## config.mk

```make
export PLATFORM = sky130hd
export DESIGN_NAME = wb_retire_multi
export DESIGN_NICKNAME = d
export VERILOG_FILES = /design/src/rtl/wb_retire_multi.sv
export SDC_FILE = /design/constraint.sdc
export NUM_CORES = 1
export LEC_CHECK = 0
export CORE_MARGIN = 5
export CORE_UTILIZATION = 30
export CTS_BUF_LIST = sky130_fd_sc_hd__clkbuf_4 sky130_fd_sc_hd__clkbuf_8
export CTS_CLUSTER_SIZE = 14
export DETAILED_ROUTE_END_ITERATION = 8
export SLEW_MARGIN = 20
export SYNTH_ARGS = -nofsm -noshare
export SYNTH_HDL_FRONTEND = slang
export SYNTH_SLANG_ARGS = --single-unit
```

## constraint.sdc

```tcl
create_clock -name clk -period 14.9 [get_ports clk]
set_clock_uncertainty 0.05 [all_clocks]
set_input_delay 2.235 -clock clk [delete_from_list [all_inputs] [get_ports clk]]
set_output_delay 2.235 -clock clk [all_outputs]
set_load 0.005 [all_outputs]
```

## src/rtl/wb_retire_multi.sv

```systemverilog
// rtl/wb_retire_multi.sv - multi-lane writeback/retire stage with bundle FIFO
//
// Purpose: accepts MEM-stage bundles of up to LANES results over valid/ready,
// buffers them in a DEPTH-entry bundle FIFO and drives LANES register-file
// write ports. Handles in-bundle WAW, x0 suppression, sticky halt, flush and
// counts retired lanes.
//
// Ports:
//   clk, rst_n            clock, asynchronous active-low reset
//   flush                 discard buffered and incoming bundles this cycle
//   in_valid / in_ready   bundle handshake from MEM
//   in_lane_vld, in_memtoreg, in_regwr, in_done   per-lane control bits
//   in_rd, in_do, in_alu, in_pc                   per-lane packed fields
//   out_ready             commit side accepts a bundle
//   rf_we, rf_rw, rf_di   register-file write ports (we is a pulse)
//   wb, pc_o              commit trace of retired lanes
//   done_o, halted        halt pulse and sticky halt flag
//   retire_cnt            running count of retired lanes (wraps)
module wb_retire_multi #(
    parameter int LANES  = 2,
    parameter int DATA_W = 32,
    parameter int DEPTH  = 4,
    parameter int CNT_W  = 32
) (
    input  logic                    clk,
    input  logic                    rst_n,
    input  logic                    flush,
    input  logic                    in_valid,
    output logic                    in_ready,
    input  logic [LANES-1:0]        in_lane_vld,
    input  logic [LANES-1:0]        in_memtoreg,
    input  logic [LANES-1:0]        in_regwr,
    input  logic [LANES-1:0]        in_done,
    input  logic [5*LANES-1:0]      in_rd,
    input  logic [DATA_W*LANES-1:0] in_do,
    input  logic [DATA_W*LANES-1:0] in_alu,
    input  logic [DATA_W*LANES-1:0] in_pc,
    input  logic                    out_ready,
    output logic [LANES-1:0]        rf_we,
    output logic [5*LANES-1:0]      rf_rw,
    output logic [DATA_W*LANES-1:0] rf_di,
    output logic [LANES-1:0]        wb,
    output logic [DATA_W*LANES-1:0] pc_o,
    output logic                    done_o,
    output logic                    halted,
    output logic [CNT_W-1:0]        retire_cnt
);

    localparam int AW = $clog2(DEPTH);
    localparam int CW = $clog2(LANES + 1);

    // Bundle storage; the data mux is applied before the write so only one
    // data word per lane is kept.
    logic [LANES-1:0]        mem_vld   [DEPTH];
    logic [LANES-1:0]        mem_regwr [DEPTH];
    logic [LANES-1:0]        mem_done  [DEPTH];
    logic [5*LANES-1:0]      mem_rd    [DEPTH];
    logic [DATA_W*LANES-1:0] mem_data  [DEPTH];
    logic [DATA_W*LANES-1:0] mem_pc    [DEPTH];

    logic [AW:0] wptr_q, rptr_q;
    logic        full, empty, push, pop;

    logic [LANES-1:0]        rf_we_q, wb_q;
    logic [5*LANES-1:0]      rf_rw_q;
    logic [DATA_W*LANES-1:0] rf_di_q, pc_q;
    logic                    done_q, halted_q;
    logic [CNT_W-1:0]        cnt_q;

    logic [DATA_W*LANES-1:0] din_data;
    logic [LANES-1:0]        h_vld, h_regwr, h_done;
    logic [5*LANES-1:0]      h_rd;
    logic [LANES-1:0]        killed, overwritten, wb_d, rf_we_d;
    logic                    seen_done, any_done;
    logic [CW-1:0]           pop_cnt;

    assign full     = (wptr_q[AW] != rptr_q[AW]) && (wptr_q[AW-1:0] == rptr_q[AW-1:0]);
    assign empty    = (wptr_q == rptr_q);
    assign in_ready = !full && !halted_q && rst_n;
    assign push     = in_valid && in_ready && !flush;
    assign pop      = !empty && out_ready && !flush && !halted_q;

    always_comb begin
        din_data = '0;
        for (int i = 0; i < LANES; i++) begin
            din_data[i*DATA_W +: DATA_W] = in_memtoreg[i] ? in_do[i*DATA_W +: DATA_W]
                                                          : in_alu[i*DATA_W +: DATA_W];
        end
    end

    assign h_vld   = mem_vld[rptr_q[AW-1:0]];
    assign h_regwr = mem_regwr[rptr_q[AW-1:0]];
    assign h_done  = mem_done[rptr_q[AW-1:0]];
    assign h_rd    = mem_rd[rptr_q[AW-1:0]];

    // Lane qualification for the head bundle: lanes behind a done lane are
    // killed; a lower lane's write is dropped when a higher retiring lane
    // writes the same register.
    always_comb begin
        killed      = '0;
        overwritten = '0;
        wb_d        = '0;
        rf_we_d     = '0;
        seen_done   = 1'b0;
        pop_cnt     = '0;
        for (int i = 0; i < LANES; i++) begin
            killed[i] = seen_done;
            seen_done = seen_done | (h_vld[i] & h_done[i]);
        end
        wb_d = h_vld & ~killed;
        for (int i = 0; i < LANES; i++) begin
            for (int j = 0; j < LANES; j++) begin
                if (j > i && wb_d[j] && h_regwr[j] && (h_rd[j*5 +: 5] == h_rd[i*5 +: 5])) begin
                    overwritten[i] = 1'b1;
                end
            end
        end
        for (int i = 0; i < LANES; i++) begin
            rf_we_d[i] = wb_d[i] && h_regwr[i] && !h_done[i] &&
                         (h_rd[i*5 +: 5] != 5'd0) && !overwritten[i];
            pop_cnt    = pop_cnt + CW'(wb_d[i]);
        end
    end

    assign any_done = |(wb_d & h_done);

    always_ff @(posedge clk) begin
        if (push) begin
            mem_vld[wptr_q[AW-1:0]]   <= in_lane_vld;
            mem_regwr[wptr_q[AW-1:0]] <= in_regwr;
            mem_done[wptr_q[AW-1:0]]  <= in_done;
            mem_rd[wptr_q[AW-1:0]]    <= in_rd;
            mem_data[wptr_q[AW-1:0]]  <= din_data;
            mem_pc[wptr_q[AW-1:0]]    <= in_pc;
        end
    end

    always_ff @(posedge clk or negedge rst_n) begin
        if (!rst_n) begin
            wptr_q   <= '0;
            rptr_q   <= '0;
            rf_we_q  <= '0;
            wb_q     <= '0;
            rf_rw_q  <= '0;
            rf_di_q  <= '0;
            pc_q     <= '0;
            done_q   <= 1'b0;
            halted_q <= 1'b0;
            cnt_q    <= '0;
        end else begin
            rf_we_q <= '0;
            wb_q    <= '0;
            done_q  <= 1'b0;
            if (flush) begin
                wptr_q <= '0;
                rptr_q <= '0;
            end else begin
                if (pop) begin
                    rf_we_q <= rf_we_d;
                    wb_q    <= wb_d;
                    done_q  <= any_done;
                    rf_rw_q <= h_rd;
                    rf_di_q <= mem_data[rptr_q[AW-1:0]];
                    pc_q    <= mem_pc[rptr_q[AW-1:0]];
                    cnt_q   <= cnt_q + CNT_W'(pop_cnt);
                end
                // Retiring a done lane halts and drops everything still queued,
                // including a bundle pushed on the same edge.
                if (pop && any_done) begin
                    halted_q <= 1'b1;
                    wptr_q   <= '0;
                    rptr_q   <= '0;
                end else begin
                    if (pop)  rptr_q <= rptr_q + 1'b1;
                    if (push) wptr_q <= wptr_q + 1'b1;
                end
            end
        end
    end

    assign rf_we      = rf_we_q;
    assign wb         = wb_q;
    assign rf_rw      = rf_rw_q;
    assign rf_di      = rf_di_q;
    assign pc_o       = pc_q;
    assign done_o     = done_q;
    assign halted     = halted_q;
    assign retire_cnt = cnt_q;

endmodule
```

==> impl_metrics.tcl <==
set metrics [dict create \
    status "finished clean" \
    initial_core_util_pct 30.3 \
    path_max_fanout 28 \
    p_seq_share_pct 49.1 \
    cts_resized 0 \
    netlist_area_um2 28800 \
    pin_count 392 \
    drc_errors 0 \
    ys_warn_count 0 \
    fmax_mhz 178 \
    dieWidth_um 320 \
    die_height_um 320 \
    wl_per_cell_um 21.6 \
    drive_above_1_share_pct 31.6 \
    cts_tree "built" \
    yosysSeqAreaShare_pct 75.8 \
    cts_sinks 758 \
    switching_power_mw 1.30 \
    clk_pin_slew_worst_paths_ns 0.06 \
    dr.pass1.iters 4 \
    worst_slew_pin_slew_ns 1.04 \
    synth.ff_latch_count 758 \
    min_period_over_period_pct 37.7 \
    finalHoldViolations 0 \
    placementRows 113 \
    die_area_um2 102000 \
    grt_pass1_vias 16187 \
    ant_nets 0 \
    vdd_drop_max_uv 62.1 \
    critical_path_class "in2out" \
    grtUsageTotal_pct 13.4 \
    antenna_found_initial 6 \
    critPathBufInv 2 \
    max-slew-margin-rel_pct 30.8 \
    post-place-ws_ns 8.75 \
    place.gp.congestion 0.727 \
    rsz0062_at_grt "false" \
    min_path_type "reg2reg" \
    maxCapViolCount 0 \
    clk_latency_ns 0.77 \
    avgSynthCellArea_um2 21.8 \
    clockBufferDepth 3 \
    vias_per_cell 4.50 \
    cpPeakStageDelay_ns 0.55 \
    cts_buffers 132 \
    overflow 0 \
    fin_nets 2029 \
    nFillCells 8585 \
    crit_family "buffers and inverters" \
    cp-end-kind "output pin" \
    switching_share_pct 24.1 \
    slew_violations 0 \
    power_density_nw_per_um2 146 \
    clockPowerShare_pct 35.1 \
    design_area_um2 36800 \
    path_cells "buf_8, o311a_1, clkdlybuf4s50_1" \
    finalSetupViolCount 0 \
    synth_cells 1323 \
    synth-main-ff-cell "edfxtp_1" \
    grt_pass1_wl_um 103000 \
    placed_area_um2 34100 \
    port_buffers 391 \
    synth_edf_count 576 \
    leakagePower_nw 12.5 \
    post-route-util_pct 38.7 \
    grt_max_degree 60 \
    root_buffer "clkbuf_8" \
    synth_nets 1545 \
    worst_slack_ns 9.29 \
    fin_crit_ns 5.61 \
    htree_num_levels 4 \
    p_int_mw 4.09 \
    tns_ns 0 \
    cp-start-kind "primary input" \
    cpMaxStageDelayCell "clkdlybuf4s50_1" \
    synthArstFlopShare_pct 24.0 \
    hold_buffers 0 \
    cp.arrival_ns 3.33 \
    p_total_mw 5.39 \
    drt_iter0_drc 797 \
    vias 14313 \
    synthToLayoutAreaGrowth_pct 27.9 \
    core_area_um2 95200 \
    hpwlAfterDp_um 42700 \
    power_frac_comb_pct 15.7 \
    totalWireLength_um 68800 \
    cts_setup_buffers 0 \
    yosysUniqueCellTypes 44 \
    required_ns 12.61 \
]
cell type report:
type,instances,area [um2],area share (%)
clock buffers,173,2170,5.88
well taps,1265,1580,4.30
repair buffers,411,4060,11.0
flip-flops and latches,758,21900,59.3
diodes,2,5.00,0.0136
inverters,13,48.8,0.132
multi-input cells,491,6600,17.9
clock inverters,70,527,1.43
cell usage after synthesis (2+ instances only):
cell type	number	area, um2
or4_1	2	15.0
clkbuf_1	9	33.8
buf_4	10	75.1
nand2_1	14	52.6
buf_1	12	45.0
nor3_1	13	65.1
nor2_1	15	56.3
inv_1	13	48.8
nand4_1	4	25.0
o21ai_1	2	10.0
nor4_1	3	18.8
dfrtp_1	182	4550
buf_2	25	125
nor4_4	2	42.5
edfxtp_1	576	17300
nor3b_1	2	15.0
ha_1	6	75.1
buf_6	5	56.3
or2_2	2	12.5
nand3_1	7	35.0
mux2_2	205	2310
xnor2_1	15	131
mux4_2	144	3240
xor2_1	27	236
nor2b_1	2	12.5
and2_1	8	50.1
registers in the layout (all words and copies together) (netlist names), 10 cells and up:
name,flops
mem_data,256
mem_pc,256
mem_rd,40
pc_o,64
retire_cnt,32
rf_di,64
rf_rw,10
per-layer routing:
| metal | up-vias | wire length, um | track usage (%) |
|---|---|---|---|
| met5 | - | 41 | 0 |
| met1 | 7453 | 27800 | 16.4 |
| li1 | 6319 | - | - |
| met4 | 6 | 1460 | 4.25 |
| met2 | 415 | 35000 | 23.0 |
| met3 | 120 | 4470 | 4.12 |
cells in the final DEF, fill, tap and decap left out, types with 2 or more instances in the layout:
cell,count
clkinvlp_4,6
dfrtp_1,180
or4_1,2
clkinv_1,24
bufinv_16,3
dfrtp_4,2
clkinv_2,22
mux2_2,205
diode_2,2
nand4_1,4
inv_1,13
nor4_1,3
nand2_1,14
nor3_1,13
nor4_4,2
xor2_1,27
clkbuf_8,139
nor2_1,15
nor3b_1,2
and2_4,4
clkbuf_4,34
and2_1,4
clkinv_8,7
buf_4,19
mux4_2,144
nand3_1,7
inv_6,4
clkdlybuf4s50_1,388
ha_1,6
o21ai_1,2
nor2b_1,2
inv_8,3
buf_2,2
or2_2,2
xnor2_1,15
edfxtp_1,576
metrics by stage:
stage | hold WS (ns) | cells
floorplan | 0.415 | 1323
global placement | 0.427 | 2938
detailed placement | 0.417 | 2938
CTS | 0.437 | 3181
global route | 0.450 | 3182
finish | 0.438 | 3183
kinds of logic (layout without fill, tap and decap cells):
| group | count (synthesis) | count (layout) | synth area share (%) |
|---|---|---|---|
| adder cells (fa/ha/maj) | 7 | 7 | 0.330 |
| AND/OR/NAND/NOR | 84 | 84 | 1.72 |
| other | 0 | 2 | 0 |
| XOR/XNOR | 42 | 42 | 1.28 |
| flip-flops | 758 | 758 | 75.8 |
| AO/OA/AOI/OAI | 8 | 8 | 0.195 |
| multiplexers | 350 | 350 | 19.3 |
| buffers and inverters | 74 | 667 | 1.33 |
final timing paths:
kind                           startpoint             end  slack, ns  cells after the start
min in group asynchronous           rst_n        pc_o[51]       1.29                      1
hold reg to reg            retire_cnt[31]  retire_cnt[31]       0.44                      1
setup / recovery                    rst_n        in_ready       9.29                      3
max in group asynchronous           rst_n       rf_di[32]      11.75                      3
setup reg to reg                rptr_q[1]   mem_pc[2][39]      10.12                      7
hold / removal             retire_cnt[31]  retire_cnt[31]       0.44                      1
power by group through the flow:
stage	Clock, mW	Combinational [mW]	Sequential [mW]
2_1_floorplan	0	0.273	2.67
3_3_place_gp	0	0.854	2.69
3_5_place_dp	0	0.870	2.69
4_1_cts	1.97	0.875	2.66
5_1_grt	2.08	0.912	2.68
6_report	1.89	0.848	2.65
(Power assumes the default switching activity.)
